$ cat src/rtl/prores_enc_pkg.sv
// Shared definitions for the ProRes encoder entropy paths: scan order,
// AC position range, coder pipeline depth and scheduler states.
package prores_enc_pkg;

  localparam int unsigned AC_POS_FIRST     = 1;
  localparam int unsigned AC_POS_LAST      = 63;
  localparam int unsigned DRAIN_CYCLES_DEF = 5;

  // Progressive-frame scan order: scan position -> raster index in the 8x8 block.
  localparam logic [5:0] SCAN_TABLE [64] = '{
    6'd0,  6'd1,  6'd8,  6'd9,  6'd2,  6'd3,  6'd10, 6'd11,
    6'd16, 6'd17, 6'd24, 6'd25, 6'd18, 6'd19, 6'd26, 6'd27,
    6'd4,  6'd5,  6'd12, 6'd20, 6'd13, 6'd6,  6'd7,  6'd14,
    6'd21, 6'd28, 6'd29, 6'd22, 6'd15, 6'd23, 6'd30, 6'd31,
    6'd32, 6'd33, 6'd40, 6'd48, 6'd41, 6'd34, 6'd35, 6'd42,
    6'd49, 6'd56, 6'd57, 6'd50, 6'd43, 6'd36, 6'd37, 6'd44,
    6'd51, 6'd58, 6'd59, 6'd52, 6'd45, 6'd38, 6'd39, 6'd46,
    6'd53, 6'd60, 6'd61, 6'd54, 6'd47, 6'd55, 6'd62, 6'd63
  };

  typedef enum logic [2:0] {
    IDLE,
    CLEAR,
    ISSUE,
    WAIT,
    DRAIN,
    DONE
  } state_e;

endpackage

$ cat src/rtl/prores_scan_rom.sv
// Combinational scan-order lookup, shared by the DC and AC paths.
module prores_scan_rom
  import prores_enc_pkg::*;
(
  input  logic [5:0] i_pos,
  output logic [5:0] o_scan
);

  // Pure table lookup.
  always_comb begin
    o_scan = SCAN_TABLE[i_pos];
  end

endmodule

$ cat src/rtl/entropy_encode_ac_scheduler.sv
// Sequences one slice through the AC run/level coders: clears the coders,
// streams coefficients in ProRes AC order (position-major, block-minor),
// waits for the coder pipeline to drain, then pulses done.
module entropy_encode_ac_scheduler
  import prores_enc_pkg::*;
#(
  parameter int unsigned MAX_BLOCKS   = 32,
  parameter int unsigned COEFF_W      = 32,
  parameter int unsigned DRAIN_CYCLES = DRAIN_CYCLES_DEF,
  parameter int unsigned ADDR_W       = 11
) (
  input  logic               clk,
  input  logic               reset_n,
  input  logic               start,
  input  logic [5:0]         block_num,
  output logic               busy,
  output logic               done,
  output logic               rd_en,
  output logic [ADDR_W-1:0]  rd_addr,
  input  logic [COEFF_W-1:0] rd_data,
  output logic [COEFF_W-1:0] coeff_out,
  output logic               coeff_valid,
  output logic               coeff_last,
  output logic               coder_rst_n
);

  localparam int unsigned BLK_W  = ADDR_W - 6;
  localparam int unsigned DCNT_W = (DRAIN_CYCLES < 8) ? 3 : $clog2(DRAIN_CYCLES + 1);
  localparam logic [5:0]  N_MAX     = 6'(MAX_BLOCKS);
  localparam logic [5:0]  POS_FIRST = 6'(AC_POS_FIRST);
  localparam logic [5:0]  POS_LAST  = 6'(AC_POS_LAST);

  state_e              r_state;
  state_e              w_state_next;
  logic [5:0]          r_pos;
  logic [BLK_W-1:0]    r_blk;
  logic [5:0]          r_n;
  logic                r_empty;
  logic [DCNT_W-1:0]   r_drain;
  logic                r_rd_vld;
  logic                r_rd_last;
  logic [5:0]          w_scan;
  logic [5:0]          w_n_clamped;
  logic                w_blk_wrap;
  logic                w_last_issue;

  prores_scan_rom u_scan_rom (
    .i_pos  (r_pos),
    .o_scan (w_scan)
  );

  // Block-loop wrap, final-read detection and block-count clamp.
  always_comb begin
    w_blk_wrap   = (r_blk == BLK_W'(r_n - 6'd1));
    w_last_issue = (r_state == ISSUE) && w_blk_wrap && (r_pos == POS_LAST);
    w_n_clamped  = (block_num > N_MAX) ? N_MAX : block_num;
  end

  // State register.
  always_ff @(posedge clk) begin
    if (!reset_n) r_state <= IDLE;
    else          r_state <= w_state_next;
  end

  // Next-state decode and state-derived outputs.
  // An empty slice passes through WAIT so that busy covers exactly one cycle
  // before done; r_empty then routes WAIT straight to DONE, skipping DRAIN.
  always_comb begin
    w_state_next = r_state;
    busy         = 1'b0;
    done         = 1'b0;
    rd_en        = 1'b0;
    rd_addr      = '0;
    unique case (r_state)
      IDLE: begin
        if (start) w_state_next = (block_num == '0) ? WAIT : CLEAR;
      end
      CLEAR: begin
        busy         = 1'b1;
        w_state_next = ISSUE;
      end
      ISSUE: begin
        busy    = 1'b1;
        rd_en   = 1'b1;
        rd_addr = ADDR_W'({r_blk, w_scan});
        if (w_last_issue) w_state_next = WAIT;
      end
      WAIT: begin
        busy         = 1'b1;
        w_state_next = r_empty ? DONE : DRAIN;
      end
      DRAIN: begin
        busy = 1'b1;
        if (r_drain == DCNT_W'(DRAIN_CYCLES)) w_state_next = DONE;
      end
      DONE: begin
        done         = 1'b1;
        w_state_next = IDLE;
      end
      default: w_state_next = IDLE;
    endcase
  end

  // Slice parameters, scan/block counters and drain counter.
  always_ff @(posedge clk) begin
    if (!reset_n) begin
      r_pos   <= '0;
      r_blk   <= '0;
      r_n     <= '0;
      r_empty <= 1'b0;
      r_drain <= '0;
    end else begin
      unique case (r_state)
        IDLE: begin
          if (start) begin
            r_n     <= w_n_clamped;
            r_empty <= (block_num == '0);
            r_pos   <= POS_FIRST;
            r_blk   <= '0;
          end
        end
        ISSUE: begin
          if (w_blk_wrap) begin
            r_blk <= '0;
            r_pos <= r_pos + 6'd1;
          end else begin
            r_blk <= r_blk + BLK_W'(1);
          end
        end
        WAIT:    r_drain <= '0;
        DRAIN:   r_drain <= r_drain + DCNT_W'(1);
        default: ;
      endcase
    end
  end

  // Read-return alignment and the single output stage to the coders.
  always_ff @(posedge clk) begin
    if (!reset_n) begin
      r_rd_vld    <= 1'b0;
      r_rd_last   <= 1'b0;
      coeff_out   <= '0;
      coeff_valid <= 1'b0;
      coeff_last  <= 1'b0;
      coder_rst_n <= 1'b0;
    end else begin
      r_rd_vld    <= rd_en;
      r_rd_last   <= w_last_issue;
      coeff_out   <= r_rd_vld ? rd_data : '0;
      coeff_valid <= r_rd_vld;
      coeff_last  <= r_rd_last;
      coder_rst_n <= (w_state_next != CLEAR);
    end
  end

endmodule
$ cat config.mk
export PLATFORM = sky130hd
export DESIGN_NAME = entropy_encode_ac_scheduler
export DESIGN_NICKNAME = d
export VERILOG_FILES = /design/src/rtl/prores_enc_pkg.sv /design/src/rtl/prores_scan_rom.sv /design/src/rtl/entropy_encode_ac_scheduler.sv
export SDC_FILE = /design/constraint.sdc
export NUM_CORES = 1
export LEC_CHECK = 0
export ABC_AREA = 0
export CAP_MARGIN = 15
export CORE_ASPECT_RATIO = 0.7
export CORE_UTILIZATION = 41
export DETAILED_ROUTE_END_ITERATION = 7
export GPL_TIMING_DRIVEN = 0
export MAX_ROUTING_LAYER = met4
export PLACE_DENSITY = 0.85
export SYNTH_ARGS = -nofsm -noshare
export SYNTH_HDL_FRONTEND = slang
export SYNTH_SLANG_ARGS = --single-unit
$ cat constraint.sdc
create_clock -name clk -period 2 [get_ports clk]
set_input_delay 0.4 -clock clk [delete_from_list [all_inputs] [get_ports clk]]
set_output_delay 0.4 -clock clk [all_outputs]
set_load 0.05 [all_outputs]
# After elaboration in Yosys (flattened, before gate mapping)

Memory sizes are Yosys's and may differ from the RTL's.
Index checks and enable logic that the tools add are counted.

$add $sub $neg: 4
Magnitude comparators: 2
Equality and inequality tests: 11
Multiplexer cells: 20
Bitwise logic cells: 1
Reduce and logical (&&, ||, !) cells: 11

Operator list:

| kind                                                                | number |
|---|---|
| 6-bit two-way mux                                                   | 4 |
| 5-bit two-way mux                                                   | 3 |
| 3-bit case mux with 5 select lines                                  | 1 |
| 6-bit case mux with 2 select lines                                  | 1 |
| 11-bit two-way mux                                                  | 1 |
| 5-bit case mux with 2 select lines                                  | 1 |
| 3-bit == test (second input constant)                               | 3 |
| 3-bit two-way mux                                                   | 3 |
| 7-bit >= comparator (second input constant)                         | 1 |
| 6-bit NOT with 7-bit output                                         | 1 |
| 6-bit by 1-bit adder with 6-bit output (second input constant)      | 1 |
| 3-bit by 2-bit == test with 1-bit output (second input constant)    | 2 |
| 6-bit == test (second input constant)                               | 1 |
| 6-bit > comparator (second input constant)                          | 1 |
| 6-bit zero test                                                     | 1 |
| 3-bit case mux with 2 select lines                                  | 1 |
| 2-bit AND reduction                                                 | 3 |
| 5-bit by 1-bit adder with 5-bit output (second input constant)      | 1 |
| 5-bit == test                                                       | 1 |
| 5-bit by 1-bit subtractor with 5-bit output (second input constant) | 1 |
| 1-bit two-way mux                                                   | 4 |
| 2-bit != test (second input constant)                               | 2 |
| 2-bit nonzero test                                                  | 2 |
| 4-bit OR reduction                                                  | 1 |
| 7 further kinds                                                     | 8 |

Bits in registers: 60
Memory bits (read-only): 384
Bits of input ports: 41
Output and inout port bits: 49
Memories kept: 1

Memories:

| name            | depth | bits a word | read ports | clocked after Yosys merged registers in | wr ports | RTL line              | text |
|---|---|---|---|---|---|---|---|
| (no name shown) | 64    | 6           | 1          | 0                                       | 0        | prores_scan_rom.sv:11 | `o_scan = SCAN_TABLE[i_pos];` |

# Longest topological paths before layout

Gate-level depths: netlist (run 1).

Depth in word-level cells: 7
Gate-level depth with buffers: 8
Depth with buffers taken out: 7

# By module

Synthesis (run 1) repeated with hierarchy kept, for this count alone.

Cells, all modules: 311
Area total of the unflattened synthesis: 2,778.9 um^2

By module, submodules not included:

| module                      | times used | cells an instance | area an instance (um^2) | seq. area each (um^2) |
|---|---|---|---|---|
| entropy_encode_ac_scheduler | 1          | 246               | 2,343.5                 | 1,201.2 |
| prores_scan_rom             | 1          | 65                | 435.4                   | 0.0 |

# Worst setup path after synthesis (run 1)

No wires, ideal clock.

Kind: flip-flop to output port
Start: register r_pos[0]
End: output rd_addr[1]
Arrival: 2.680 ns
Required time: 1.600 ns
Setup slack: -1.080 ns
Cell stages (with the launch flop): 6
Cells stage by stage: dfxtp_1 > inv_1 > ha_1 > nand2b_1 > mux4_2 > a211oi_1

Longest elaborated chain between the ends: 5

Ends and longest elaborated chain:

| element                                               | RTL line                           | text |
|---|---|---|
| start: declaration                                    | entropy_encode_ac_scheduler.sv:35  | `logic [5:0] r_pos;` |
| start signal: assignment                              | entropy_encode_ac_scheduler.sv:125 | `r_pos <= r_pos + 6'd1;` |
| 6-bit NOT with 7-bit output (not written as such)     | prores_scan_rom.sv:11              |  |
| memory read 64 x 6 bit                                | -                                  |  |
| 6-bit two-way mux (not written as such) (2 in series) | prores_scan_rom.sv:11              |  |
| 11-bit two-way mux                                    | entropy_encode_ac_scheduler.sv:74  | `unique case (r_state)` |
| end: declaration                                      | entropy_encode_ac_scheduler.sv:19  | `output logic [ADDR_W-1:0] rd_addr,` |

Every way passes these cells. The select of a mux whose other input is x is not followed.

# Final worst setup path (run 1)

Ends and elaborated chain as after synthesis.

==> flow_summary.json, run 1 <==
{
  "leakagePower_uw": 0.00178,
  "gp_congestion": 0.860,
  "ys_types": 50,
  "synth_edf_count": 0,
  "insertion_delay_ns": 0.33,
  "ant_nets": 0,
  "synth_fa_ha_area_share_pct": 5.91,
  "drive_above_1_share_pct": 25.5,
  "layout_commonest_cell": "clkdlybuf4s50_1",
  "ys_seq_elements": 60,
  "setup_total_negative_slack_ns": -1.29,
  "cts.clk_slew.worst_paths_ns": 0.07,
  "cts_inserted_buffers": 9,
  "violations": "negative setup slack",
  "hold_path.class": "flop to flop",
  "drt_first_pass_iters": 6,
  "period_needed_ns": 2.40,
  "cp-end-kind": "output port",
  "clock_path_buffers": 2,
  "grt-ovfl-total": 0,
  "avgSynthCellArea_um2": 8.94,
  "synthSimpleGateAreaFrac_pct": 25.4,
  "nets": 477,
  "async_reset_ff_share_pct": 0,
  "status": "complete, but fails checks",
  "r2r_slack_ns": 0.03,
  "hold_depth": 1,
  "reg2reg_depth": 7,
  "synth_xor_area_share_pct": 3.18,
  "min_to": "coeff_last",
  "netlist_area_mm2": 0.00275,
  "slowest_delay_ns": 0.49,
  "yosys.area.top_type": "dfxtp_1",
  "cts_root_buf": "clkbuf_8",
  "maxCapViolCount": 0,
  "num_io_pins": 90,
  "vias_per_cell": 5.43,
  "fp.coreArea_mm2": 0.00637,
  "hold_buffers": 0,
  "antenna_found_initial": 0,
  "hold_viol_final": 0,
  "portBuffers": 89,
  "hold_ws_ns": 0.439,
  "finalWirelength_um": 8500,
  "max_slew_margin_pct": 56.1,
  "cts.sinks": 60,
  "die_h_um": 70.6,
  "critical_path_class": "flop to output port",
  "path_cells": "inv_6 > ha_4 > nand2b_4 > mux4_2 > a211oi_4 > buf_6",
  "synth.mux.area_fraction_pct": 2.27,
  "drc_errors": 0,
  "power.density_mw_per_mm2": 629,
  "syn2layout_area_growth_pct": 57.6,
  "dieArea_mm2": 0.00705,
  "yosysSeqAreaShare_pct": 43.6,
  "cts_tree": "yes",
  "hpwl_um": 5480,
  "start_util_pct": 43.2,
  "fmax_mhz": 416,
  "synth_top_family_by_area": "simple AND/OR/NAND/NOR gates",
  "wire_per_inst_um": 16.4,
  "crit_slowest_cell": "mux4_2",
  "ir_drop_mv": 0.406,
  "htreeDepth": 3,
  "drtIter0Drc": 342,
  "grt_max_degree": 12,
  "final_cell_mix": "75 x clkdlybuf4s50_1, 53 x dfxtp_1, 36 x and3_1, 21 x nor2_1, 18 x buf_4",
  "yosys-top-cells-area": "dfxtp_1 44%, and3_1 8.4%, ha_1 5.9%",
  "max_slew.worst_pin.slew_ns": 0.652,
  "yosys_warnings": 0,
  "drv_slew": 0,
  "synth.top_cell.area_share_pct": 43.6,
  "die_x_um": 99.9,
  "cp-start-kind": "flop",
  "setup_violations": 5,
  "rows": 24,
  "via_count": 2819,
  "grt_use_total_pct": 24.7,
  "synth-compound-area-share_pct": 14.5,
  "n_antenna_cell": 0,
  "r2r-end": "r_state[0]",
  "grt_pass1_vias": 2609,
  "timing.rr.start": "r_n[1]",
  "grt_pass1_wl_um": 13100,
  "synthCells": 308,
  "arrival_ns": 2.00,
  "fin_skew_ns": 0.00748,
  "min_period_over_period_pct": 120,
  "finalWorstSetupSlack_ns": -0.403,
  "holdCritStartpoint": "r_rd_last",
  "post-place-ws_ns": -0.799,
  "cp_data_required_time_ns": 1.60,
  "rsz0062_at_grt": "true",
  "synth_nets": 362,
  "finalPower_uw": 2730,
  "crit_fanout": 6,
  "utilization_pct": 68.1,
  "synth_ff_type": "dfxtp_1"
}
==> report_power, final <==
group	total (uW)	switching (uW)	internal, uW
Clock	1060	487	576
Sequential	1250	26.1	1220
Combinational	417	236	181
==> layout make-up <==
cell class                 count  area [um2]
buffer                        19         115
tap                           91         114
clock buffer                  10         128
inverter                      12        61.3
sequential                    60        1210
fill                         460        2030
clock inverter                 6        62.6
timing repair buffer         107         997
multi-input combinational    214        1650
==> worst max-delay path by stage <==
stage	startpoint	end	depth (start not counted)
4_1_cts	r_pos[0]	rd_addr[1]	6
6_report	r_pos[0]	rd_addr[1]	6
2_1_floorplan	r_pos[2]	rd_addr[1]	6
3_5_place_dp	r_pos[0]	rd_addr[3]	8
5_1_grt	r_pos[0]	rd_addr[1]	6
3_3_place_gp	r_pos[0]	rd_addr[3]	8
==> registers in the layout (all words and copies together) (netlist names) <==
register,count
r_rd_vld,1
coeff_last,1
r_drain,3
coeff_out,32
r_empty,1
r_state,3
r_n,5
r_blk,5
r_pos,6
coeff_valid,1
coder_rst_n,1
r_rd_last,1
==> critical path, delay by kind of cell, from the launching register on <==
kind                     cells  cell delay (ns)
AO/OA/AOI/OAI                1             0.22
adder cells (fa/ha/maj)      1             0.17
buffers and inverters        2             0.24
flip-flops                   1             0.40
multiplexers                 1             0.49
AND/OR/NAND/NOR              1             0.14
==> what timing repair did <==
item | in CTS | in global routing
gates cloned | 0 | 0
gates resized for setup | 109 | 22
pin swaps | 8 | 9
setup endpoints to repair | 19 | 20
setup buffers | 16 | 2
==> metal layers <==
layer / wire [um] / GRT usage (%) / vias up / part of all wire (%)
met5: 0 / - / - / 0
met4: 251 / 8.82 / 0 / 3.0
met3: 662 / 6.03 / 31 / 7.8
met2: 3980 / 37.2 / 158 / 47
met1: 3610 / 32.2 / 1300 / 42
li1: - / - / 1330 / -
==> per-stage QoR <==
stage / area [um2] / instances
global placement: 3870 / 488
finish: 4340 / 519
CTS: 4250 / 517
global route: 4340 / 519
detailed placement: 3870 / 488
floorplan: 2870 / 308
==> logic make-up (layout without fill, tap and decap cells) <==
| family | after synthesis | count (layout) |
|---|---|---|
| AO/OA/AOI/OAI | 61 | 61 |
| XOR/XNOR | 10 | 10 |
| adder cells (fa/ha/maj) | 13 | 13 |
| buffers and inverters | 34 | 154 |
| flip-flops | 60 | 60 |
| multiplexers | 5 | 5 |
| AND/OR/NAND/NOR | 125 | 125 |
==> Yosys cell counts, drive strengths merged, types with 5 or more instances <==
master	number
clkbuf	17
and3	38
nor3b	6
xor2	8
nor2	23
inv	11
a21oi	19
or4	5
dfxtp	60
nand3	11
o21ai	13
nand2	18
buf	5
a211oi	5
ha	13
No activity file was read; power rests on OpenSTA's default activity.
==> run 2: changes to the inputs <==
--- a/config.mk
+++ b/config.mk
@@ -10,6 +10,7 @@
 export CORE_ASPECT_RATIO = 0.7
 export CORE_UTILIZATION = 41
 export DETAILED_ROUTE_END_ITERATION = 7
+export GPL_ROUTABILITY_DRIVEN = 0
 export GPL_TIMING_DRIVEN = 0
 export MAX_ROUTING_LAYER = met4
 export PLACE_DENSITY = 0.85
==> results of run 2 <==
Same layout as run 1: the final DEF is identical, and so are final timing and power.
==> run 3: changes to the inputs <==
--- a/config.mk
+++ b/config.mk
@@ -8,12 +8,13 @@
 export ABC_AREA = 0
 export CAP_MARGIN = 15
 export CORE_ASPECT_RATIO = 0.7
-export CORE_UTILIZATION = 41
+export CORE_UTILIZATION = 43
+export CTS_BUF_LIST = sky130_fd_sc_hd__clkbuf_8
 export DETAILED_ROUTE_END_ITERATION = 7
 export GPL_ROUTABILITY_DRIVEN = 0
 export GPL_TIMING_DRIVEN = 0
 export MAX_ROUTING_LAYER = met4
-export PLACE_DENSITY = 0.85
+export PLACE_DENSITY = 0.89
 export SYNTH_ARGS = -nofsm -noshare
 export SYNTH_HDL_FRONTEND = slang
 export SYNTH_SLANG_ARGS = --single-unit
==> run 3 against run 2 <==
The flow finishes with violations (design-rule violations, negative setup slack). Non-clock buffer count is 7 higher. Clock power decreased by 11%. Via count grew 7.9%. Sequential share of layout area fell by 0.21 points. Flip-flop and latch count did not move. Routed wire length up 20%. Worst hold slack improved by 0.013 ns. Count of clock-buffer cells in the layout up 1. Die area decreased by 4.5%. First-iteration DRC count is 16% higher. Design area increased by 1.1%. Worst setup slack got worse by 0.074 ns. Critical endpoint unchanged. Largest cell class unchanged. Largest power group unchanged.
==> flow_summary.json, run 3 (same netlist as run 1, synthesis figures left out) <==
{
  "r2r-end": "r_pos[4]",
  "finalWirelength_um": 10200,
  "cts_root_buf": "clkbuf_8",
  "drt_first_pass_iters": 8,
  "path_cells": "clkbuf_2 > inv_1 > mux4_2 > a211oi_4 > buf_6",
  "cts.sinks": 60,
  "ir_drop_mv": 0.498,
  "drc_errors": 5,
  "ant_nets": 0,
  "violations": "design-rule violations, negative setup slack",
  "crit_fanout": 9,
  "largest-register": "coeff_out",
  "grt_use_total_pct": 29.3,
  "p_clk_share_pct": 35.6,
  "hold_buffers": 0,
  "insertion_delay_ns": 0.33,
  "fillers": 386,
  "critical_path.top_delay_family": "buffers and inverters",
  "num_io_pins": 90,
  "finalWorstSetupSlack_ns": -0.477,
  "m1WireLength_um": 4090,
  "power.density_mw_per_mm2": 603,
  "period_needed_ns": 2.48,
  "drive_above_1_share_pct": 27.4,
  "drtIter0Drc": 396,
  "grt_pass1_vias": 2867,
  "setup_violations": 10,
  "pwr-share-seq_pct": 47.3,
  "hpwl_um": 5750,
  "p_comb_share_pct": 17.0,
  "cp-end-kind": "output port",
  "syn2layout_area_growth_pct": 59.3,
  "maxCapViolCount": 0,
  "fmax_mhz": 404,
  "wire_per_inst_um": 20.1,
  "drv_slew": 0,
  "rsz0062_at_grt": "true",
  "die_x_um": 97.6,
  "r2r_slack_ns": -0.10,
  "cp.depth": 5,
  "fin_skew_ns": 0.00706,
  "hold_path.class": "flop to flop",
  "reg_top3": "coeff_out: 32 flops, r_pos: 6 flops",
  "timing.rr.start": "r_n[0]",
  "wl_met2_um": 4770,
  "max_slew.worst_pin.slew_ns": 0.664,
  "cts_inserted_buffers": 9,
  "cts_tree": "yes",
  "crit_end": "rd_addr[1]",
  "arrival_ns": 2.08,
  "largest_reg_flops": 32,
  "leakagePower_uw": 0.00182,
  "hold_viol_final": 0,
  "final_cell_mix": "75 x clkdlybuf4s50_1, 52 x dfxtp_1, 36 x and3_1, 22 x buf_4, 22 x nor2_1",
  "grt-ovfl-total": 0,
  "grt_pass1_wl_um": 14600,
  "p_int_uw": 1910,
  "postPlaceCellArea_mm2": 0.00385,
  "clock_path_buffers": 2,
  "path_buf_inv": 3,
  "netSwitchingFraction_pct": 27.7,
  "fp.coreArea_mm2": 0.00596,
  "portBuffers": 89,
  "layout_commonest_cell": "clkdlybuf4s50_1",
  "cp_data_required_time_ns": 1.60,
  "min_period_over_period_pct": 124,
  "dieArea_mm2": 0.00673,
  "slowest_delay_ns": 0.56,
  "post-place-ws_ns": -0.783,
  "grt_max_degree": 11,
  "htreeDepth": 3,
  "cp-start-kind": "flop",
  "critical_path_class": "flop to output port",
  "via_count": 3043,
  "n_antenna_cell": 0,
  "nets": 484,
  "holdCritStartpoint": "r_rd_last",
  "crit_slowest_cell": "mux4_2",
  "die_h_um": 68.9,
  "start_util_pct": 46.2,
  "stdcell_area_mm2": 0.00438,
  "crit_path_start": "r_pos[3]",
  "topRoutingLayerUsed": "met4",
  "max_slew_margin_pct": 55.3,
  "status": "complete, but fails checks",
  "cts.clk_slew.worst_paths_ns": 0.06,
  "antenna_found_initial": 0,
  "rows": 23,
  "dr_wl_met3_um": 930,
  "power.net_switching_uw": 732,
  "reg2reg_depth": 9,
  "vias_per_cell": 5.98
}
[run 3: final cells by class]
| cell class | instances | area [um2] | area share (%) |
|---|---|---|---|
| well taps | 75 | 93.8 | 2.14 |
| clock inverters | 4 | 17.5 | 0.400 |
| clock buffers | 11 | 151 | 3.45 |
| plain buffers | 20 | 116 | 2.65 |
| multi-input cells | 214 | 1670 | 38.1 |
| repair buffers | 113 | 1050 | 23.9 |
| inverters | 12 | 68.8 | 1.57 |
| flip-flops and latches | 60 | 1220 | 27.8 |
[run 3: worst min-delay path by stage]
stage,to,cells after the start
floorplan,coeff_last,1
global placement,coeff_last,1
detailed placement,coeff_last,1
CTS,coeff_last,1
global route,coeff_last,1
finish,coeff_last,1
[run 3: metal layers]
layer	GRT usage [%]	up-vias
met2	47.1	208
met1	35.1	1435
met5	-	-
li1	-	1335
met3	7.16	65
met4	15.0	0
[run 3: timing repair]
item	CTS	global route
pin swaps	10	16
resized for setup	113	31
buffers inserted	18	7
endpoints found under the setup margin	20	21
[run 3: stage by stage]
step	hold slack, ns	util, %	TNS [ns]	total power [uW]	cells
final	0.452	73.6	-2.03	2640	509
after global routing	0.487	73.6	-2.72	2730	509
after CTS	0.459	71.4	-1.11	2600	503
after detailed placement	0.443	64.7	-7.00	1650	472
after global placement	0.419	64.7	-6.13	1640	472
after floorplan	0.412	-	-0.325	1480	308
[run 3: power by group through the flow]
stage          clock network (uW)  logic, uW  registers, uW
4_1_cts                       948        406           1250
3_3_place_gp                    0        362           1270
2_1_floorplan                   0        171           1310
3_5_place_dp                    0        375           1280
5_1_grt                      1010        475           1250
6_report                      942        450           1250
